[config.mk]
export PLATFORM = sky130hd
export DESIGN_NAME = fetch_sequencer
export DESIGN_NICKNAME = d
export VERILOG_FILES = /design/src/rtl/fetch_sequencer.sv
export SDC_FILE = /design/constraint.sdc
export NUM_CORES = 1
export LEC_CHECK = 0
export BUFFER_PORTS_ARGS = -buffer_cell sky130_fd_sc_hd__buf_2
export CAP_MARGIN = 20
export CELL_PAD_IN_SITES_DETAIL_PLACEMENT = 0
export CELL_PAD_IN_SITES_GLOBAL_PLACEMENT = 1
export CORE_MARGIN = 5
export CORE_UTILIZATION = 35
export DETAILED_ROUTE_END_ITERATION = 16
export PLACE_DENSITY_LB_ADDON = 0.08
export RECOVER_POWER = 25
export SETUP_SLACK_MARGIN = 0.15
export SYNTH_ARGS = -nofsm -noshare
export SYNTH_HDL_FRONTEND = slang
export SYNTH_SLANG_ARGS = --single-unit
[constraint.sdc]
create_clock -name clk -period 6 [get_ports clk]
set_clock_uncertainty 0.1 [all_clocks]
set_input_delay 0.6 -clock clk [delete_from_list [all_inputs] [get_ports clk]]
set_output_delay 0.6 -clock clk [all_outputs]
set_load 0.005 [all_outputs]
[src/rtl/fetch_sequencer.sv]
// rtl/fetch_sequencer.sv - program counter and instruction fetch sequencer
//
// Owns the 8-bit fetch PC. It fetches words from instruction memory over a
// req/ack handshake and presents them to decode over a valid/ready handshake.
// A taken branch from execute redirects the PC, pulses flush for one cycle and
// discards any fetch that is still in flight.
//
// Ports:
//   clk, reset                   clock, synchronous active-high reset
//   start, halt_req              leave IDLE / stop fetching at next decision
//   imem_req/addr/ack/rdata      instruction memory handshake
//   instr_valid/ready, instr,
//   instr_pc                     word presented to decode
//   branch_valid/mode/reg/imm/pc redirect request from execute
//   pc, link_addr                fetch PC and captured return address
//   flush, halted, fetch_error   redirect pulse, halt state, sticky ack timeout
module fetch_sequencer #(
  parameter logic [7:0] RESET_PC = 8'h00,
  parameter int         MAX_WAIT = 16
) (
  input  logic        clk,
  input  logic        reset,
  input  logic        start,
  input  logic        halt_req,
  output logic        imem_req,
  output logic [7:0]  imem_addr,
  input  logic        imem_ack,
  input  logic [31:0] imem_rdata,
  output logic        instr_valid,
  input  logic        instr_ready,
  output logic [31:0] instr,
  output logic [7:0]  instr_pc,
  input  logic        branch_valid,
  input  logic        branch_mode,
  input  logic [31:0] branch_reg,
  input  logic [31:0] branch_imm,
  input  logic [7:0]  branch_pc,
  output logic [7:0]  pc,
  output logic [7:0]  link_addr,
  output logic        flush,
  output logic        halted,
  output logic        fetch_error
);

  typedef enum logic [2:0] {S_IDLE, S_REQ, S_WAIT, S_HOLD, S_HALT} state_t;

  localparam logic [7:0] LAST_WAIT = 8'(MAX_WAIT - 1);

  state_t      state, state_n;
  logic [7:0]  wait_cnt, cnt_n;
  logic        drop, drop_n;
  logic        halt_pend, hpend_n;
  logic [7:0]  pc_n, addr_n, ipc_n, link_n;
  logic [31:0] instr_n;
  logic        req_n, valid_n, flush_n, err_n;
  logic        redirect, halt_now;
  logic [7:0]  target;
  logic        unused_hi;

  // Only the low byte of the PC-relative sum matters, and it depends only on
  // the low bytes of the operands, so the upper bits are intentionally dropped.
  assign target    = branch_mode ? branch_reg[7:0] : branch_pc + branch_imm[7:0];
  assign unused_hi = ^{branch_reg[31:8], branch_imm[31:8]};
  assign halted    = (state == S_HALT);

  always_ff @(posedge clk) begin
    if (reset) begin
      state       <= S_IDLE;
      pc          <= RESET_PC;
      imem_req    <= 1'b0;
      imem_addr   <= RESET_PC;
      instr_valid <= 1'b0;
      instr       <= 32'h0;
      instr_pc    <= 8'h0;
      link_addr   <= 8'h0;
      flush       <= 1'b0;
      fetch_error <= 1'b0;
      wait_cnt    <= 8'h0;
      drop        <= 1'b0;
      halt_pend   <= 1'b0;
    end else begin
      state       <= state_n;
      pc          <= pc_n;
      imem_req    <= req_n;
      imem_addr   <= addr_n;
      instr_valid <= valid_n;
      instr       <= instr_n;
      instr_pc    <= ipc_n;
      link_addr   <= link_n;
      flush       <= flush_n;
      fetch_error <= err_n;
      wait_cnt    <= cnt_n;
      drop        <= drop_n;
      halt_pend   <= hpend_n;
    end
  end

  always_comb begin
    state_n  = state;
    pc_n     = pc;
    req_n    = imem_req;
    addr_n   = imem_addr;
    valid_n  = instr_valid;
    instr_n  = instr;
    ipc_n    = instr_pc;
    link_n   = link_addr;
    flush_n  = 1'b0;
    err_n    = fetch_error;
    cnt_n    = wait_cnt;
    drop_n   = drop;
    hpend_n  = halt_pend;
    redirect = 1'b0;

    // A halt request seen while fetching is remembered so it can be honoured
    // at the next decision point (after an ack, or after a redirect).
    if (state == S_REQ || state == S_WAIT || state == S_HOLD) begin
      redirect = branch_valid;
      if (halt_req) hpend_n = 1'b1;
    end
    halt_now = halt_req | halt_pend;

    if (redirect) begin
      pc_n    = target;
      link_n  = branch_pc + 8'd1;
      flush_n = 1'b1;
      valid_n = 1'b0;
    end

    case (state)
      S_IDLE: begin
        if (halt_req)   state_n = S_HALT;
        else if (start) state_n = S_REQ;
      end
      S_REQ: begin
        // A redirect here stays in REQ so the request goes out at the target.
        if (!redirect) begin
          if (halt_now) begin
            state_n = S_HALT;
          end else begin
            req_n   = 1'b1;
            addr_n  = pc;
            cnt_n   = 8'h0;
            state_n = S_WAIT;
          end
        end
      end
      S_WAIT: begin
        if (imem_ack) begin
          req_n  = 1'b0;
          drop_n = 1'b0;
          if (redirect || drop) begin
            state_n = S_REQ;
          end else begin
            instr_n = imem_rdata;
            ipc_n   = imem_addr;
            valid_n = 1'b1;
            pc_n    = pc + 8'd1;
            state_n = S_HOLD;
          end
        end else if (wait_cnt == LAST_WAIT) begin
          err_n   = 1'b1;
          req_n   = 1'b0;
          drop_n  = 1'b0;
          state_n = S_HALT;
        end else begin
          cnt_n = wait_cnt + 8'd1;
          if (redirect) drop_n = 1'b1;
        end
      end
      S_HOLD: begin
        if (redirect) begin
          state_n = S_REQ;
        end else if (instr_ready) begin
          valid_n = 1'b0;
          state_n = halt_now ? S_HALT : S_REQ;
        end
      end
      S_HALT: begin
        req_n = 1'b0;
      end
      default: begin
        state_n = S_IDLE;
      end
    endcase
  end

endmodule

==> reports/metrics.cfg <==
[clocking]
cts_tree=done
cts_buffers=9
cts_setup_buffers=0
clk_latency_ps=350
cts_max_path_buffers=2
clk_pin_slew_ps=90
cts_resized=0
h-tree-depth=3
ctsHoldBuffers=0
root_buffer=clkbuf_8
cts_sinks=81

[layout]
drive_gt1_share_pct=25.3
num_antenna_cells=0
syn_to_final_growth_pct=24.4
layout_common_cells=buf_2, nand2_1, dfxtp_1
final_common_cell=buf_2
final_nets=704
final_core_utilization_pct=43.9

[worst_hold_path]
holdCritStartpoint=instr[8]
hold_path_depth=2
hold-path-endpoint=instr[8]
holdCritPathClass=reg2reg

[setup_path]
critical-path-top-delay-family=simple AND/OR/NAND/NOR gates
crit_buf_inv=0
reg2reg_slack_ps=3400
max_stage_delay_ps=850
crit_chain=nor3b_2 > and3_2 > nor2_1 > o21ba_1 > nor4_2
r2r-end=pc[4]
crit_path_end_kind=flip-flop
critPathArrivalTime_ps=2770
critPathSlowestCell=and3_2
path_max_fanout=46
worst_r2r_path_depth=5
cp.required_ps=6170
r2r-start=state[1]
critPathLaunchType=flip-flop
worstSetupPathType=reg2reg

[drt]
drc_errors=0
drtIter0Drc=130
routedWlPerCell_um=14.1
num_vias=3538
vias_per_cell=4.87
wirelength_mm=10.3
dr.pass1.iters=4
ant_nets=0

[floorplanning]
num_io_pins=181
die_x_um=114
core_area_um2=10700
initial_core_util_pct=35.3
num_rows=38
die_area_um2=13000
die_y_um=114

[run_status]
outcome=finished, final reports clean

[logic_synthesis]
synth.cell_area_um2=3770
postSynthCellCount=462
synth.net_count=585
yosysWarnings=0
syn_area_per_cell_um2=8.17
yosysUniqueCellTypes=53
yosysSeqAreaShare_pct=43.0
ys_ff_latch=81

[placed_design]
dpl.hpwl_mm=7.23
place_congestion=0.772
io_buffer_count=132

[sta]
final-hold-violation-count=0
rsz0062_at_grt=false
finalSetupTns_ps=0
max_freq_mhz=385
slew_headroom_pct=40.3
min_period_ps=2600
final.period_utilization_pct=43.3
finalSetupViolCount=0
worstMarginPinSlew_ps=895
drv_slew=0

[global_routing]
antenna_found_initial=0
overflow=0
grt_pass1_vias=3415
grtUsageTotal_pct=16.0
grt_max_degree=78
grt_first_pass_wirelength_mm=16.7

[pwr]
p_per_area_nw_per_um2=266
totalPowerFinal_mw=1.25
peakVddDrop_mv=0.0937
p_leak_nw=1.93

[job]
maxCapViolations=0

[flip-flops by register name, indices dropped and copies added (netlist names), 3 cells and up]
register and cells:
instr_pc 8, instr 32, imem_addr 8, link_addr 8, pc 8, wait_cnt 8, state 3
[routing by layer]
layer / track usage, % / part of all wire [%]
met1: 20.8 / 46
met2: 25.0 / 46
met4: 6.10 / 1.7
met3: 4.72 / 6.4
met5: 0 / 0
[power breakdown]
group / internal, mW / total (mW) / switching [mW] / leakage [nW]
sequential: 0.563 / 0.597 / 0.0343 / 0.654
combinational: 0.0935 / 0.211 / 0.117 / 1.17
clock: 0.237 / 0.443 / 0.207 / 0.107
total: 0.893 / 1.25 / 0.358 / 1.93
[layout make-up]
type                            instances  area [um2]
Tap cell                              140         175
Clock inverter                          6        90.1
Fill cell                            1182        6000
Clock buffer                           10         128
Timing Repair Buffer                  135         659
Multi-Input combinational cell        345        1990
Inverter                                9        33.8
Sequential cell                        81        1620
[metrics by stage]
step / std cells / area [um2] / setup WS (ps) / hold WS [ps]
2_1_floorplan: 462 / 3770 / 3950 / 337
3_3_place_gp: 710 / 4500 / 3370 / 339
3_5_place_dp: 710 / 4500 / 3400 / 344
4_1_cts: 726 / 4720 / 3360 / 345
5_1_grt: 726 / 4690 / 3100 / 343
6_report: 726 / 4690 / 3400 / 356
[how the worst max path moves through the flow]
stage / from / endpoint / slack [ps] / cells after the start
final: state[1] / pc[4] / 3400 / 5
after global routing: state[1] / pc[4] / 3100 / 5
after CTS: state[1] / pc[4] / 3360 / 5
after detailed placement: branch_valid / pc[4] / 3400 / 6
after global placement: state[1] / pc[4] / 3370 / 5
after floorplan: branch_imm[0] / pc[6] / 3950 / 8
[synth_stat cells, drive strengths merged]
cell,number,share of area [%]
nand2,94,9.3
dfxtp,81,43
a21oi,53,7.0
nor2,52,5.2
o21ai,18,2.4
buf,15,2.5
xor2,13,3.0
clkbuf,12,1.2
mux2i,11,2.9
a211oi,10,2.0
ha,10,3.3
nand3,10,1.3
inv,9,0.89
and3,7,1.2
nor3,6,1.1
nor4,6,1.3
xnor2,6,1.4
a31oi,4,0.66
o2111ai,4,0.93
or2,4,0.66
or3,4,0.80
nand2b,3,0.50
nor3b,3,0.73
a21o,2,0.40
a221oi,2,0.46
a31o,2,0.46
nand4b,2,0.46
nor2b,2,0.33
o21ba,2,0.53
o22ai,2,0.33
a21boi,1,0.30
a2bb2oi,1,0.23
a311oi,1,0.23
a32oi,1,0.23
and2,1,0.17
fa,1,0.53
mux2,1,0.30
nand3b,1,0.20
nor4b,1,0.63
o211ai,1,0.20
o21a,1,0.20
o2bb2ai,1,0.23
o31a,1,0.23
[worst register-to-register path, stage by stage (launching register included)]
cell and delay, ps:
dfxtp_1 530, nor3b_2 380, and3_2 850, nor2_1 200
o21ba_1 240, nor4_2 220
[logic make-up after synthesis]
kind of cell,synth area share (%)
DFF,43.0
and+or+nand+nor,24.0
buffers and inverters,4.57
adders and majority gates,3.84
xor gates and xnor gates,4.41
muxes,3.22
AOI/OAI and AO/OA,17.0
(Power assumes the default switching activity.)
